$ cat config.mk
export PLATFORM = sky130hd
export DESIGN_NAME = rtc_access_sequencer
export DESIGN_NICKNAME = d
export VERILOG_FILES = /design/src/rtl/rtc_pkg.sv /design/src/rtl/rtc_tick_counter.sv /design/src/rtl/rtc_access_sequencer.sv
export SDC_FILE = /design/constraint.sdc
export NUM_CORES = 1
export LEC_CHECK = 0
export BUFFER_PORTS_ARGS = -buffer_cell sky130_fd_sc_hd__buf_2
export CORE_MARGIN = 4
export CORE_UTILIZATION = 50
export CTS_CLUSTER_SIZE = 16
export DETAILED_ROUTE_END_ITERATION = 8
export PLACE_DENSITY = 0.76
export SETUP_SLACK_MARGIN = 0.05
export SLEW_MARGIN = 20
export SYNTH_ARGS = -nofsm -noshare
export SYNTH_HDL_FRONTEND = slang
export SYNTH_HIERARCHICAL = 1
export SYNTH_SLANG_ARGS = --single-unit
$ cat constraint.sdc
create_clock -name clk -period 3.08 [get_ports clk]
set_clock_uncertainty 0.05 [all_clocks]
set_input_delay 0.308 -clock clk [delete_from_list [all_inputs] [get_ports clk]]
set_output_delay 0.308 -clock clk [all_outputs]
set_load 0.02 [all_outputs]
$ cat src/rtl/rtc_pkg.sv
// rtc_pkg: FSM state codes, RTC register map and init write table shared by
// the access sequencer, the bus-timing engine and the display logic.
package rtc_pkg;

    localparam logic [2:0] S_INIT      = 3'd0;
    localparam logic [2:0] S_INIT_WAIT = 3'd1;
    localparam logic [2:0] S_IDLE      = 3'd2;
    localparam logic [2:0] S_RD        = 3'd3;
    localparam logic [2:0] S_RD_WAIT   = 3'd4;
    localparam logic [2:0] S_WR        = 3'd5;
    localparam logic [2:0] S_WR_WAIT   = 3'd6;

    typedef struct packed {
        logic [7:0] addr;
        logic [7:0] data;
    } rtc_wr_t;

    localparam int         INIT_LEN  = 2;
    localparam logic [2:0] INIT_LAST = 3'(INIT_LEN - 1);
    localparam logic [2:0] TIME_LAST = 3'd5;

    // seg, min, hora, dia, mes, anio (element 0 = seg)
    localparam logic [5:0][7:0] TIME_ADDR = {
        8'h26, 8'h25, 8'h24, 8'h23, 8'h22, 8'h21
    };

    // Element 0 sets the init bit, element 1 clears it again.
    localparam rtc_wr_t [INIT_LEN-1:0] INIT_TBL = {
        rtc_wr_t'{addr: 8'h02, data: 8'h00},
        rtc_wr_t'{addr: 8'h02, data: 8'h10}
    };

    function automatic logic is_wait(input logic [2:0] s);
        return (s == S_INIT_WAIT) || (s == S_RD_WAIT) || (s == S_WR_WAIT);
    endfunction

endpackage

$ cat src/rtl/rtc_tick_counter.sv
// rtc_tick_counter: saturating up-counter flagging when it holds LIMIT-1.
// Used for the refresh interval and the bus_listo wait timeout.
module rtc_tick_counter #(
    parameter int unsigned LIMIT = 2
) (
    input  logic clk,
    input  logic reset,
    input  logic clr,
    input  logic en,
    output logic hit
);

    localparam int unsigned W    = (LIMIT > 2) ? $clog2(LIMIT) : 1;
    localparam logic [W-1:0] LAST = W'(LIMIT - 1);

    logic [W-1:0] cnt_q, cnt_d;

    assign hit = (cnt_q == LAST);

    always_comb begin
        cnt_d = cnt_q;
        if (clr) begin
            cnt_d = '0;
        end else if (en && !hit) begin
            cnt_d = cnt_q + 1'b1;
        end
    end

    always_ff @(posedge clk) begin
        if (reset) begin
            cnt_q <= '0;
        end else begin
            cnt_q <= cnt_d;
        end
    end

endmodule

$ cat src/rtl/rtc_access_sequencer.sv
// rtc_access_sequencer: init writes, periodic time sweeps and user writes to
// the RTC timing engine. Define RTC_SEQ_TIMEOUT_EN for the bus_listo timeout.
module rtc_access_sequencer
    import rtc_pkg::*;
#(
    parameter int unsigned REFRESH_CYCLES = 1_000_000,
    parameter int unsigned TIMEOUT_CYCLES = 255
) (
    input  logic       clk,
    input  logic       reset,
    input  logic       wr_req,
    input  logic [7:0] wr_addr,
    input  logic [7:0] wr_data,
    output logic       wr_ack,
    output logic       bus_start,
    output logic       bus_rw,
    output logic [7:0] bus_addr,
    output logic [7:0] bus_wdata,
    input  logic [7:0] bus_rdata,
    input  logic       bus_listo,
    output logic       init_done,
    output logic [7:0] t_seg,
    output logic [7:0] t_min,
    output logic [7:0] t_hora,
    output logic [7:0] t_dia,
    output logic [7:0] t_mes,
    output logic [7:0] t_anio,
    output logic       snap_valid,
    output logic       bus_err
);

    logic [2:0]      state_q, state_d;
    logic [2:0]      idx_q, idx_d;
    logic            bus_start_q, bus_start_d;
    logic            bus_rw_q, bus_rw_d;
    logic [7:0]      bus_addr_q, bus_addr_d;
    logic [7:0]      bus_wdata_q, bus_wdata_d;
    logic            init_done_q, init_done_d;
    logic            snap_valid_q, snap_valid_d;
    logic [5:0][7:0] snap_q, snap_d;
    logic [4:0][7:0] stage_q, stage_d;
    logic            ref_hit, ref_clr, ref_en;
    logic            in_wait, timeout, done, ack;

    assign in_wait = is_wait(state_q);
    assign ref_en  = (state_q == S_IDLE);
    assign done    = bus_listo | timeout;

    rtc_tick_counter #(.LIMIT(REFRESH_CYCLES)) u_refresh (
        .clk   (clk),
        .reset (reset),
        .clr   (ref_clr),
        .en    (ref_en),
        .hit   (ref_hit)
    );

`ifdef RTC_SEQ_TIMEOUT_EN
    logic to_hit;
    logic bus_err_q, bus_err_d;

    // Cleared in every non-wait cycle, so each transaction gets a fresh budget.
    rtc_tick_counter #(.LIMIT(TIMEOUT_CYCLES)) u_wait (
        .clk   (clk),
        .reset (reset),
        .clr   (!in_wait),
        .en    (in_wait),
        .hit   (to_hit)
    );

    assign timeout   = in_wait & to_hit & ~bus_listo;
    assign bus_err_d = bus_err_q | timeout;
    assign bus_err   = bus_err_q;

    always_ff @(posedge clk) begin
        if (reset) begin
            bus_err_q <= 1'b0;
        end else begin
            bus_err_q <= bus_err_d;
        end
    end
`else
    assign timeout = 1'b0;
    assign bus_err = 1'b0;
`endif

    always_comb begin
        state_d      = state_q;
        idx_d        = idx_q;
        bus_start_d  = 1'b0;
        bus_rw_d     = bus_rw_q;
        bus_addr_d   = bus_addr_q;
        bus_wdata_d  = bus_wdata_q;
        init_done_d  = init_done_q;
        snap_valid_d = 1'b0;
        snap_d       = snap_q;
        stage_d      = stage_q;
        ref_clr      = 1'b0;
        ack          = 1'b0;
        case (state_q)
            S_INIT: begin
                bus_start_d = 1'b1;
                bus_rw_d    = 1'b0;
                bus_addr_d  = INIT_TBL[idx_q[0]].addr;
                bus_wdata_d = INIT_TBL[idx_q[0]].data;
                state_d     = S_INIT_WAIT;
            end
            S_INIT_WAIT: begin
                if (done) begin
                    if (idx_q == INIT_LAST) begin
                        init_done_d = 1'b1;
                        idx_d       = '0;
                        state_d     = S_IDLE;
                    end else begin
                        idx_d   = idx_q + 3'd1;
                        state_d = S_INIT;
                    end
                end
            end
            S_IDLE: begin
                // On a tie the write goes first; the saturated counter
                // then starts the sweep on the next idle cycle.
                if (wr_req) begin
                    state_d = S_WR;
                end else if (ref_hit) begin
                    ref_clr = 1'b1;
                    idx_d   = '0;
                    state_d = S_RD;
                end
            end
            S_WR: begin
                bus_start_d = 1'b1;
                bus_rw_d    = 1'b0;
                bus_addr_d  = wr_addr;
                bus_wdata_d = wr_data;
                state_d     = S_WR_WAIT;
            end
            S_WR_WAIT: begin
                if (done) begin
                    ack     = 1'b1;
                    state_d = S_IDLE;
                end
            end
            S_RD: begin
                bus_start_d = 1'b1;
                bus_rw_d    = 1'b1;
                bus_addr_d  = TIME_ADDR[idx_q];
                state_d     = S_RD_WAIT;
            end
            S_RD_WAIT: begin
                if (timeout) begin
                    state_d = S_IDLE;
                end else if (bus_listo) begin
                    if (idx_q == TIME_LAST) begin
                        snap_d       = {bus_rdata, stage_q};
                        snap_valid_d = 1'b1;
                        state_d      = S_IDLE;
                    end else begin
                        stage_d[idx_q] = bus_rdata;
                        idx_d          = idx_q + 3'd1;
                        state_d        = S_RD;
                    end
                end
            end
            default: state_d = S_INIT;
        endcase
    end

    always_ff @(posedge clk) begin
        if (reset) begin
            state_q      <= S_INIT;
            idx_q        <= '0;
            bus_start_q  <= 1'b0;
            bus_rw_q     <= 1'b0;
            bus_addr_q   <= '0;
            bus_wdata_q  <= '0;
            init_done_q  <= 1'b0;
            snap_valid_q <= 1'b0;
            snap_q       <= '0;
            stage_q      <= '0;
        end else begin
            state_q      <= state_d;
            idx_q        <= idx_d;
            bus_start_q  <= bus_start_d;
            bus_rw_q     <= bus_rw_d;
            bus_addr_q   <= bus_addr_d;
            bus_wdata_q  <= bus_wdata_d;
            init_done_q  <= init_done_d;
            snap_valid_q <= snap_valid_d;
            snap_q       <= snap_d;
            stage_q      <= stage_d;
        end
    end

    assign wr_ack     = ack & ~reset;
    assign bus_start  = bus_start_q;
    assign bus_rw     = bus_rw_q;
    assign bus_addr   = bus_addr_q;
    assign bus_wdata  = bus_wdata_q;
    assign init_done  = init_done_q;
    assign snap_valid = snap_valid_q;
    assign t_seg      = snap_q[0];
    assign t_min      = snap_q[1];
    assign t_hora     = snap_q[2];
    assign t_dia      = snap_q[3];
    assign t_mes      = snap_q[4];
    assign t_anio     = snap_q[5];

endmodule

---- After elaboration in Yosys (flattened, before gate mapping) ----
Memory sizes are Yosys's and may differ from the RTL's. A register that Yosys moved wholly into a read port is not among the register bits.
Cells that the tools add are included.
word-level totals
  flip-flop bits (word level) ............. 134
  ROM bits ................................ 64
  bits of input ports ..................... 28
  output and inout bits ................... 70
  word-level logic and storage cells ...... 97
  memories kept ........................... 1
memory list
  name             depth  bits a word  rd ports  clocked after memory_dff  write ports  line                         text
  (no name shown)  8      8            1         1                         0            rtc_access_sequencer.sv:146  bus_addr_d = TIME_ADDR[idx_q];
operators by class
  $add $sub $neg .......................... 2
  $lt $le $gt $ge ......................... 3
  equal/unequal tests ..................... 16
  multiplexer cells ....................... 33
  bitwise operators ....................... 5
  reductions and logical operators ........ 17
operator list
  operator                 count
  $bwmux W40               1
  $mux W3                  13
  $demux W8 S3             1
  $pmux W8 S3              1
  $pmux W3 S7              1
  $add A20 B1 Y20 const B  1
  $eq A20 B20 Y1 const B   1
  $mux W16                 1
  $mux W8                  2
  $pmux W8 S2              1
  $eq A3 B3 Y1 const B     4
  $ne A2 B2 Y1 const B     6
  $pmux W3 S3              1
  $reduce_and A3 Y1        3
  $mux W1                  8
  $eq A3 B1 Y1 const B     2
  $eq A3 B2 Y1 const B     2
  $reduce_and A6 Y1        1
  $reduce_bool A3 Y1       2
  $reduce_or A3 Y1         2
  $mux W5                  1
  $lt A3 B4 Y1 const B     1
  $not A1 Y1               4
  $reduce_and A4 Y1        1
  other kinds (12)         15

---- Depth between registers and ports, before layout ----
Gate-level depths: netlist of run 1.
  depth after elaboration ................. 6
  mapped depth ............................ 11
  mapped depth without buffers ............ 10

---- By module ----
The synthesis of run 1 kept the hierarchy.
modules (own cells, without submodules)
  module                instances  cells an instance  area each (um2)  seq. area each (um2)
  rtc_access_sequencer  1          543                4,623.2          2,342.2
  rtc_tick_counter      1          114                998.5            400.4

---- Worst setup path before layout of run 1 ----
OpenSTA, ideal clock, no wires.
  path type ............................... register -> register
  start ................................... register u_refresh.cnt_q[11]
  end ..................................... register u_refresh.cnt_q[10]
  library setup time ...................... 128 ps
  arrival ................................. 2,524 ps
  required time ........................... 2,902 ps
  setup slack ............................. 379 ps
  stages on the path, launching flop included .. 11
  path buffers ............................ 2
  period minus slack after synthesis ...... 2,701 ps
  cells stage by stage .................... dfxtp_1 or4b_4 nor4_4 nand2_2 inv_1 inv_1 nor4_1 or2_2 clkbuf_1 clkbuf_1 nor2_1
between the ends
  word-level cells in the longest chain between the ends .. 5
  elaborated cells on any way between the ends .. 7
  classes of those cells .................. eq/ne: 1; mux: 3; reduce/logical: 3
RTL lines
  what                        line                         text
  start: declaration          rtc_tick_counter.sv:16       logic [W-1:0] cnt_q, cnt_d;
  start signal: assignment    rtc_tick_counter.sv:33       cnt_q <= cnt_d;
  $eq A20 B20 Y1              rtc_tick_counter.sv:18       assign hit = (cnt_q == LAST);
  via ref_hit                 rtc_access_sequencer.sv:42   logic ref_hit, ref_clr, ref_en;
  $mux W1                     rtc_access_sequencer.sv:124  end else if (ref_hit) begin
  $mux W1                     rtc_access_sequencer.sv:122  if (wr_req) begin
  $mux W1                     rtc_access_sequencer.sv:99   case (state_q)
  via ref_clr                 rtc_access_sequencer.sv:42
  $reduce_or A2 Y1 (no line)  --
The timed path passes the listed nets, and every way through them passes these cells.
A chain may end at the register's enable or synchronous reset.

==> flow_summary_export.csv, run 1 <==
group,metric,value,unit
placement,place_ws,0.225,ns
floorplanning,rows,38,
setup_path,cp_slowest_stage_delay,0.56,ns
cells_and_area,diodes,0,
cells_and_area,area_growth,19.6,%
global_routing,overflow,0,
timing,worst_slew_pin_slew,0.982,ns
detailed_routing,vias,4791,
synth,synth-async-reset-ratio,0,%
cts,tritoncts,"done",
placement,placed_cells,860,
placement,place.gp.congestion,0.821,
global_routing,grt_use_total,20.7,%
setup_path,cp_num_cells,10,
setup_path,cp_slowest_cell,"or4b_4",
hold_path,min_from,"bus_rdata[4]",
setup_path,cp_num_buf_inv,2,
setup_path,crit_family,"simple AND/OR/NAND/NOR gates",
timing,layout_min_cycle_time,2.72,ns
cts,holdBufCountCts,0,
timing,rsz0062_at_grt,"no",
setup_path,rr_worst_depth,10,
placement,place_area,6160,sq um
hold_path,whs_path_depth,3,
synth,synth_edf_count,0,
cts,clk_latency,0.42,ns
cells_and_area,fin_cells,889,
timing,finalCritPeriodShare,88.3,%
floorplanning,start_util,51.4,%
detailed_routing,postRouteWirelength,13.2,mm
timing,holdWs,0.169,ns
synth,synth_nets,688,
detailed_routing,drtPass1Iterations,4,
setup_path,cp_common_cell,"inv_1",
cells_and_area,drive_gt1_share,20.4,%
power,p_leak,2.94,nW
power,total_power,4.76,mW
job,cap_violations,0,
global_routing,first_global_vias,4598,
synth,synthFlopType,"dfxtp_1",
detailed_routing,dr.first_iter.drc_count,295,
synth,synth_warnings,6,
power,ir_drop,388,uV
cells_and_area,nNetsFinal,770,
setup_path,start_kind,"flop",
detailed_routing,route.detailed.drc,0,
setup_path,crit_type,"reg2reg",
global_routing,grt_max_degree,101,
floorplanning,io_pins,98,
floorplanning,fp.dieH,114,um
detailed_routing,vias_per_cell,5.39,
hold_path,hold_path_end,"t_anio[4]$_SDFFE_PP0P_",
cts,path_clk_slew,0.05,ns
cells_and_area,final_util,61.5,%
synth,synth_cell_types,63,
floorplanning,fp.coreArea,10900,sq um
floorplanning,fp.dieW,114,um
synth,seq_area_frac_synth,48.8,%
timing,slew_headroom,34.6,%
cts,cts_made_buffers,17,
cts,cts.htree.levels,4,
timing,fmax,0.368,GHz
setup_path,crit_path_max_fanout,6,
run_status,run_status,"finished, final reports clean",
hold_path,hold_path_class,"in2reg",
setup_path,rrSetupSlack,0.36,ns
detailed_routing,wl_per_cell,14.8,um
cts,root_buffer,"clkbuf_16",
setup_path,crit_chain,"or4b_4 > nor4_4 > nand2_2 > inv_1 > inv_1 > o21ai_1 > o221ai_2 > a2111o_1 > and4bb_1 > xor2_1",
setup_path,reg2reg_from,"u_refresh/cnt_q[11]$_SDFFE_PP0P_",
placement,post-dp-hpwl,8.88,mm
cells_and_area,final_area,6720,sq um
synth,synth_area_per_cell,8.56,sq um
global_routing,grt_pass1_wl,21.8,mm
synth,ys_ff_latch,137,
timing,hold_viol_final,0,
setup_path,crit_required,3.33,ns
setup_path,crit_path_end_kind,"flop",
global_routing,antenna_found_initial,0,
timing,layout_setup_ws,0.359,ns
cts,clock_sinks,137,
timing,fin_tns_setup,0,ns
cts,post_cts.repair.setup_buffers,0,
floorplanning,dieArea,13000,sq um
synth,synth_cells,657,
placement,numPortBuffers,96,
synth,synth.cell_area,5620,sq um
setup_path,worstPathArrival,2.97,ns
timing,setup_viol,0,
power,p_per_area,709,nW/um^2
cts,clk_path_buf_depth,2,
detailed_routing,antenna_left,0,
timing,finalMaxSlewViolations,0,
==> power by group <==
group	leakage [nW]	internal (mW)	switching (mW)
Clock	0.271	1.22	0.717
Sequential	1.11	1.85	0.0734
Combinational	1.57	0.345	0.560
==> what timing repair did <==
| action | in CTS | in global routing |
|---|---|---|
| gates resized for setup | 0 | 0 |
| setup endpoints to repair | 0 | 1 |
| endpoints found under the hold margin | 0 | 0 |
==> sequential cells by signal (all words and copies together) (netlist names), 8 cells and up, named ones only <==
signal / count
u_refresh/cnt_q: 20
t_hora: 8
t_min: 8
bus_wdata: 8
stage_q: 40
t_dia: 8
t_anio: 8
bus_addr: 8
t_seg: 8
t_mes: 8
==> Yosys cell counts (3+ instances only) <==
| library cell | n | share of area [%] |
|---|---|---|
| o221ai_1 | 3 | 0.47 |
| and3_1 | 4 | 0.45 |
| buf_2 | 10 | 0.89 |
| a21oi_1 | 74 | 6.6 |
| clkbuf_1 | 27 | 1.8 |
| o31ai_1 | 3 | 0.40 |
| nand2b_1 | 5 | 0.56 |
| mux2i_1 | 45 | 8.0 |
| ha_1 | 3 | 0.67 |
| nor2_1 | 75 | 5.0 |
| nand4_1 | 6 | 0.67 |
| nand3_1 | 10 | 0.89 |
| or4_1 | 4 | 0.53 |
| inv_1 | 18 | 1.2 |
| xor2_1 | 5 | 0.78 |
| dfxtp_1 | 137 | 49 |
| or2_2 | 3 | 0.33 |
| o21ai_0 | 25 | 2.2 |
| or3_1 | 6 | 0.67 |
| nand2_1 | 117 | 7.8 |
| and4_1 | 4 | 0.62 |
| o22ai_1 | 4 | 0.45 |
| buf_4 | 4 | 0.53 |
| nor3_1 | 5 | 0.45 |
| and2_1 | 3 | 0.33 |
| a31oi_1 | 5 | 0.56 |
| a22oi_1 | 8 | 1.1 |
==> worst min-delay path: stages <==
cell     delay [ns]
buf_2          0.15
nand2_1        0.07
a21oi_1        0.05
==> per-layer routing <==
layer | vias up | track usage (%) | part of all wire [%]
met5 | - | 0 | 0
met4 | 0 | 8.00 | 2.0
met3 | 23 | 5.15 | 4.2
met2 | 89 | 35.2 | 50
met1 | 2261 | 25.3 | 44
li1 | 2418 | - | -
==> cell usage in the layout (no fill, tap or decap), drive strengths merged, types with 5 or more instances in the layout <==
cell type  instances
dfxtp            137
nand2            119
buf              105
nor2              76
a21oi             76
mux2i             45
o21ai             28
clkbuf            21
inv               18
nand3             12
a22oi              8
or3                6
nand4              6
nand2b             6
xor2               5
a31oi              5
nor3               5
and3               5
o221ai             5
==> area by class of cell <==
cell class,count,area (sq um)
Fill cell,951,4210
Sequential cell,137,2740
Multi-Input combinational cell,460,2630
Timing Repair Buffer,105,551
Clock buffer,21,460
Tap cell,140,175
Clock inverter,8,98.8
Inverter,18,67.6
==> how the worst max path moves through the flow <==
stage	startpoint	end	slack (ns)
2_1_floorplan	u_refresh/cnt_q[11]$_SDFFE_PP0P_	u_refresh/cnt_q[10]$_SDFFE_PP0P_	0.38
3_3_place_gp	u_refresh/cnt_q[11]$_SDFFE_PP0P_	flop	0.32
3_5_place_dp	u_refresh/cnt_q[11]$_SDFFE_PP0P_	flop	0.23
4_1_cts	u_refresh/cnt_q[11]$_SDFFE_PP0P_	flop	0.20
5_1_grt	u_refresh/cnt_q[11]$_SDFFE_PP0P_	u_refresh/cnt_q[0]$_SDFFE_PP0P_	0.16
6_report	u_refresh/cnt_q[11]$_SDFFE_PP0P_	flop	0.36
==> cell families (layout without fill, tap and decap cells) <==
logic type                 count (synthesis)  after routing  share of synthesized area (%)
and+or+nand+nor                          264            264                           21.9
AOI/OAI and AO/OA                        141            141                           14.9
DFF                                      137            137                           48.8
buffers and inverters                     60            152                           4.63
adders and majority gates                  3              3                          0.668
xor gates and xnor gates                   5              5                          0.779
muxes                                     46             46                           8.28
other                                      1              1                         0.0667
Note: power is estimated with default switching activity, not from simulation.
==> run 2: changes to the inputs <==
--- a/config.mk
+++ b/config.mk
@@ -6,11 +6,13 @@
 export NUM_CORES = 1
 export LEC_CHECK = 0
 export BUFFER_PORTS_ARGS = -buffer_cell sky130_fd_sc_hd__buf_2
+export CELL_PAD_IN_SITES_DETAIL_PLACEMENT = 0
+export CELL_PAD_IN_SITES_GLOBAL_PLACEMENT = 1
 export CORE_MARGIN = 4
-export CORE_UTILIZATION = 50
+export CORE_UTILIZATION = 41
 export CTS_CLUSTER_SIZE = 16
 export DETAILED_ROUTE_END_ITERATION = 8
-export PLACE_DENSITY = 0.76
+export PLACE_DENSITY = 0.82
 export SETUP_SLACK_MARGIN = 0.05
 export SLEW_MARGIN = 20
 export SYNTH_ARGS = -nofsm -noshare
==> flow_summary_export.csv, run 2 (synthesized netlist as in run 1, its figures left out) <==
group,metric,value,unit
global_routing,first_global_vias,4809,
cts,tritoncts,"done",
cts,path_clk_slew,0.06,ns
timing,layout_setup_ws,0.312,ns
cts,holdBufCountCts,0,
placement,place_ws,0.212,ns
setup_path,crit_path_max_fanout,6,
timing,finalCritPeriodShare,89.9,%
floorplanning,rows,42,
cts,root_buffer,"clkbuf_16",
cts,cts_resized,0,
floorplanning,fp.dieW,125,um
power,p_sw_share,29.4,%
setup_path,crit_type,"reg2reg",
setup_path,cp_common_cell,"inv_1",
cells_and_area,largest_reg_flops,40,
setup_path,cp_slowest_cell,"or4b_4",
detailed_routing,antenna_left,0,
cells_and_area,reg_top3,"stage_q x40, u_refresh/cnt_q x20",
cts,clk_latency,0.42,ns
power,combPwrFrac,18.9,%
detailed_routing,drtPass1Iterations,4,
power,p_leak,2.97,nW
cells_and_area,area_growth,21.6,%
timing,worst_slew_pin_slew,0.854,ns
setup_path,cp_slowest_stage_delay,0.56,ns
floorplanning,fp.coreArea,13300,sq um
detailed_routing,vias_per_cell,5.19,
cells_and_area,multiInputGateArea,2630,sq um
timing,fmax,0.361,GHz
timing,finalMaxSlewViolations,0,
placement,post-dp-hpwl,9.17,mm
cells_and_area,diodes,0,
power,p_seq_share,39.1,%
cells_and_area,final_cell_mix,"dfxtp_1 (137), nand2_1 (117), buf_2 (95), nor2_1 (75), a21oi_1 (74)",
global_routing,grt_max_degree,90,
cells_and_area,final_common_cell,"dfxtp_1",
setup_path,reg2reg_from,"u_refresh/cnt_q[11]$_SDFFE_PP0P_",
global_routing,grt_use_total,17.6,%
detailed_routing,wl_per_cell,14.8,um
cts,clock_sinks,137,
floorplanning,io_pins,98,
cts,clk_path_buf_depth,2,
run_status,run_status,"finished, final reports clean",
floorplanning,fp.dieH,125,um
cells_and_area,final_util,51.2,%
timing,fin_tns_setup,0,ns
job,cap_violations,0,
timing,hold_viol_final,0,
setup_path,rr_worst_depth,10,
setup_path,worstPathArrival,3.02,ns
placement,place.gp.congestion,0.840,
timing,layout_min_cycle_time,2.77,ns
hold_path,hold_path_end,"t_anio[0]$_SDFFE_PP0P_",
cts,cts.htree.levels,4,
setup_path,crit_path_end_kind,"flop",
setup_path,crit_required,3.33,ns
power,p_per_area,721,nW/um^2
detailed_routing,dr.first_iter.drc_count,320,
hold_path,whs_path_depth,3,
detailed_routing,postRouteWirelength,13.8,mm
hold_path,hold_path_class,"in2reg",
power,power.switching,1.45,mW
power,p_int,3.48,mW
timing,setup_viol,0,
cells_and_area,seq_area,2740,sq um
cts,cts_made_buffers,17,
floorplanning,dieArea,15600,sq um
global_routing,overflow,0,
cts,post_cts.repair.setup_buffers,0,
detailed_routing,route.detailed.drc,0,
power,ir_drop,438,uV
setup_path,start_kind,"flop",
cells_and_area,drive_gt1_share,21.0,%
timing,rsz0062_at_grt,"no",
power,power_frac_clock,42.0,%
detailed_routing,vias,4821,
setup_path,crit_chain,"or4b_4 > nor4_4 > nand2_2 > inv_1 > inv_1 > o21ai_1 > o221ai_2 > a2111o_1 > and4bb_1 > xor2_1",
cells_and_area,nFillCells,1280,
setup_path,rrSetupSlack,0.31,ns
cells_and_area,top_register,"stage_q",
cells_and_area,nNetsFinal,772,
global_routing,grt_pass1_wl,23.0,mm
floorplanning,start_util,42.1,%
timing,slew_headroom,43.1,%
placement,numPortBuffers,96,
global_routing,antenna_found_initial,0,
hold_path,min_from,"bus_rdata[0]",
-- run 2: cell types whose count changed in the layout (fill, tap and decap cells not counted) --
cell / previous run / this run
buf_12: 0 / 1
clkinv_2: 3 / 1
inv_6: 0 / 3
bufinv_16: 2 / 3
buf_4: 10 / 11
clkinvlp_4: 2 / 3
clkbuf_8: 2 / 0
clkinv_4: 1 / 3
clkbuf_1: 2 / 1
-- run 2: routing by layer --
layer  track usage (%)  share of wire (%)  vias to the layer above
met2              29.5                 49                       84
met5                 0                  0                        -
met1              22.1                 46                     2299
met3              3.84                3.3                       16
met4              6.76                1.6                        0
li1                  -                  -                     2422
-- run 2: critical path, delay by kind of cell, from the launching register on --
| kind | cells | cell delay (ns) |
|---|---|---|
| compound gates | 3 | 0.68 |
| xor+xnor | 1 | 0.13 |
| buf+inv | 2 | 0.15 |
| flops | 1 | 0.34 |
| simple gates | 4 | 1.30 |
-- run 2: area by class of cell --
type	instances	share of cell area [%]
Sequential cell	137	40.1
Multi-Input combinational cell	460	38.5
Timing Repair Buffer	107	8.46
Clock buffer	18	6.28
Tap cell	176	3.22
Clock inverter	13	2.49
Inverter	18	0.988
-- run 2: worst max path at each step --
stage	from	end	slack, ns	cells past startpoint
CTS	u_refresh/cnt_q[11]$_SDFFE_PP0P_	flop	0.19	10
global placement	u_refresh/cnt_q[11]$_SDFFE_PP0P_	u_refresh/cnt_q[0]$_SDFFE_PP0P_	0.31	10
floorplan	u_refresh/cnt_q[11]$_SDFFE_PP0P_	u_refresh/cnt_q[10]$_SDFFE_PP0P_	0.38	10
global route	u_refresh/cnt_q[11]$_SDFFE_PP0P_	u_refresh/cnt_q[0]$_SDFFE_PP0P_	0.14	10
detailed placement	u_refresh/cnt_q[11]$_SDFFE_PP0P_	flop	0.21	10
finish	u_refresh/cnt_q[11]$_SDFFE_PP0P_	flop	0.31	10
-- run 2: power groups by stage --
stage               logic [mW]  registers [mW]  clock network [mW]
floorplan                0.674            1.98                   0
global placement         0.901            1.96                   0
detailed placement       0.933            1.96                   0
CTS                      0.937            1.93                2.10
global route              1.03            1.94                2.18
finish                   0.933            1.93                2.07
-- run 2: stage by stage --
stage / std cells / area [sq um] / total power [mW] / hold WS, ns
global route: 929 / 6840 / 5.15 / 0.163
detailed placement: 898 / 6240 / 2.90 / 0.394
CTS: 929 / 6840 / 4.97 / 0.156
finish: 929 / 6840 / 4.93 / 0.163
global placement: 898 / 6240 / 2.86 / 0.389
floorplan: 657 / 5620 / 2.65 / 0.382
==> run 3: changes to the inputs <==
--- a/config.mk
+++ b/config.mk
@@ -17,5 +17,4 @@
 export SLEW_MARGIN = 20
 export SYNTH_ARGS = -nofsm -noshare
 export SYNTH_HDL_FRONTEND = slang
-export SYNTH_HIERARCHICAL = 1
 export SYNTH_SLANG_ARGS = --single-unit
==> flow_summary_export.csv, run 3 <==
group,metric,value,unit
run_status,run_status,"finished, final reports clean",
placement,place.gp.congestion,0.811,
cts,post_cts.repair.setup_buffers,0,
timing,fin_tns_setup,0,ns
floorplanning,fp.dieW,124,um
placement,post-dp-hpwl,9.06,mm
detailed_routing,vias,4629,
power,power_frac_clock,49.1,%
cells_and_area,top_register,"stage_q",
synth,ys_top_cells_by_count,"dfxtp_1 (137), nand2_1 (128), nor2_1 (89)",
timing,holdWs,0.169,ns
power,p_per_area,623,nW/um^2
hold_path,hold_path_end,"t_anio[0]$_SDFFE_PP0P_",
cts,root_buffer,"clkbuf_16",
setup_path,rrSetupSlack,0.61,ns
job,cap_violations,0,
setup_path,cp_slowest_cell,"dfxtp_1",
power,p_leak,2.73,nW
power,p_sw_share,23.6,%
synth,ys_ff_latch,137,
floorplanning,fp.coreArea,13200,sq um
hold_path,min_from,"bus_rdata[0]",
synth,synth_cell_types,64,
cts,cts_made_buffers,17,
timing,setup_viol,0,
setup_path,crit_required,3.33,ns
synth,synth.cell_area,5550,sq um
cts,tritoncts,"done",
timing,rsz0062_at_grt,"no",
timing,slew_headroom,43.0,%
setup_path,crit_type,"reg2reg",
synth,seq_area_frac_synth,49.5,%
cts,clock_sinks,137,
timing,hold_viol_final,0,
setup_path,start_kind,"flop",
synth,synth_warnings,0,
floorplanning,rows,42,
power,combPwrFrac,7.3,%
cells_and_area,final_util,51.0,%
cells_and_area,nNetsFinal,756,
floorplanning,io_pins,98,
detailed_routing,drtPass1Iterations,4,
global_routing,grt_pass1_wl,22.1,mm
cells_and_area,final_common_cell,"dfxtp_1",
setup_path,reg2reg_from,"idx_q[0]$_SDFFE_PP0N_",
setup_path,crit_path_end_kind,"flop",
synth,synth-async-reset-ratio,0,%
synth,synthFlopType,"dfxtp_1",
synth,yosys-top-cells-area,"dfxtp_1 (49%), nand2_1 (8.7%), mux2i_1 (6.7%)",
timing,finalCritPeriodShare,80.3,%
cts,cts.htree.levels,4,
floorplanning,dieArea,15400,sq um
synth,yosysTopAreaCell,"dfxtp_1",
power,p_seq_share,43.6,%
power,p_int,3.21,mW
global_routing,first_global_vias,4556,
cells_and_area,nFillCells,1264,
synth,synth_nets,672,
hold_path,whs_path_depth,3,
detailed_routing,vias_per_cell,5.06,
setup_path,rr_worst_depth,7,
setup_path,crit_chain,"ha_1 > nand2_1 > a221oi_4 > nor3_2 > mux2_4 > a211oi_2 > mux2_2",
placement,numPortBuffers,96,
timing,fmax,0.404,GHz
power,ir_drop,361,uV
synth,synth_most_common_cell,"dfxtp_1",
power,power.switching,0.991,mW
cells_and_area,diodes,0,
cts,clk_path_buf_depth,2,
cts,path_clk_slew,0.06,ns
timing,finalMaxSlewViolations,0,
global_routing,antenna_found_initial,0,
detailed_routing,antenna_left,0,
timing,layout_setup_ws,0.607,ns
timing,layout_min_cycle_time,2.47,ns
cts,holdBufCountCts,0,
cells_and_area,area_growth,21.8,%
floorplanning,fp.dieH,124,um
detailed_routing,postRouteWirelength,12.9,mm
cells_and_area,reg_top3,"stage_q x40, u_refresh.cnt_q x20",
hold_path,hold_path_class,"in2reg",
cells_and_area,drive_gt1_share,20.7,%
global_routing,overflow,0,
setup_path,cp_slowest_stage_delay,0.57,ns
cells_and_area,final_cell_mix,"dfxtp_1 (137), nand2_1 (128), buf_2 (95), nor2_1 (89), a21oi_1 (71)",
synth,synth_area_per_cell,8.65,sq um
setup_path,worstPathArrival,2.73,ns
placement,place_ws,0.616,ns
synth,synth_edf_count,0,
floorplanning,start_util,41.9,%
global_routing,grt_max_degree,89,
detailed_routing,dr.first_iter.drc_count,324,
cts,clk_latency,0.42,ns
timing,worst_slew_pin_slew,0.855,ns
global_routing,grt_use_total,17.3,%
detailed_routing,route.detailed.drc,0,
detailed_routing,wl_per_cell,14.1,um
cells_and_area,largest_reg_flops,40,
setup_path,crit_path_max_fanout,11,
synth,yosysTopAreaCellShare,49.5,%
synth,synth_cells,641,
cts,cts_resized,0,
-- run 3: changes by cell type after synthesis, sizes merged, moves of 5 or more --
cell / delta
nor2: +14
o21ai: -21
nand2: +9
clkbuf: +6
nor2b: +5
buf: -8
a22o: +8
inv: -10
xnor2: +12
mux2i: -8
-- run 3: how the worst max path moves through the flow --
| stage | start | to | slack [ns] | cells past startpoint |
|---|---|---|---|---|
| 6_report | idx_q[0]$_SDFFE_PP0N_ | flop | 0.61 | 7 |
| 5_1_grt | u_refresh.cnt_q[0]$_SDFFE_PP0P_ | u_refresh.cnt_q[17]$_SDFFE_PP0P_ | 0.50 | 6 |
| 4_1_cts | idx_q[0]$_SDFFE_PP0N_ | flop | 0.61 | 7 |
| 3_5_place_dp | idx_q[0]$_SDFFE_PP0N_ | flop | 0.62 | 7 |
| 3_3_place_gp | u_refresh.cnt_q[0]$_SDFFE_PP0P_ | flop | 0.69 | 7 |
| 2_1_floorplan | u_refresh.cnt_q[0]$_SDFFE_PP0P_ | flop | 0.83 | 7 |
-- run 3: cells by family after synthesis --
family          count (synthesis)  synth area share [%]
fa+ha+maj                       4                 0.857
flops                         137                  49.5
buf+inv                        48                  3.61
mux                            39                  7.15
xor+xnor                       19                  3.00
compound gates                119                  13.8
other cells                     1                0.0676
simple gates                  274                  22.1
-- run 3: through the flow --
step / instances / power [mW] / area, sq um
final: 914 / 4.21 / 6760
after global routing: 914 / 4.36 / 6760
after CTS: 914 / 4.25 / 6760
after detailed placement: 882 / 2.18 / 6150
after global placement: 882 / 2.17 / 6150
after floorplan: 641 / 2.09 / 5550
-- run 3: critical path: cells and delay by family (launching register included) --
family | cells | cell delay, ns
DFF | 1 | 0.57
AOI/OAI and AO/OA | 2 | 0.52
and+or+nand+nor | 2 | 0.25
adders and majority gates | 1 | 0.30
muxes | 2 | 0.68
-- run 3: power groups by stage --
| stage | sequential (mW) | clock [mW] | combinational (mW) |
|---|---|---|---|
| 2_1_floorplan | 1.87 | 0 | 0.225 |
| 5_1_grt | 1.84 | 2.18 | 0.339 |
| 4_1_cts | 1.83 | 2.11 | 0.309 |
| 3_5_place_dp | 1.87 | 0 | 0.307 |
| 6_report | 1.83 | 2.07 | 0.307 |
| 3_3_place_gp | 1.87 | 0 | 0.303 |
-- run 3: per-layer routing --
layer	global-route usage (%)	part of all wire [%]	wire (um)	vias up
met3	4.37	3.5	452	19
met2	29.6	51	6600	71
li1	-	-	-	2341
met4	6.96	1.7	223	0
met5	0	0	0	-
met1	20.7	44	5650	2198
-- run 3: final cells by class --
class                   count  area, sq um  area share [%]
repair buffers            105          551            8.15
inverters                   8         30.0           0.444
flip-flops and latches    137         2740            40.6
clock inverters            14          171            2.54
well taps                 176          220            3.26
multi-input cells         456         2600            38.5
clock buffers              18          439            6.50
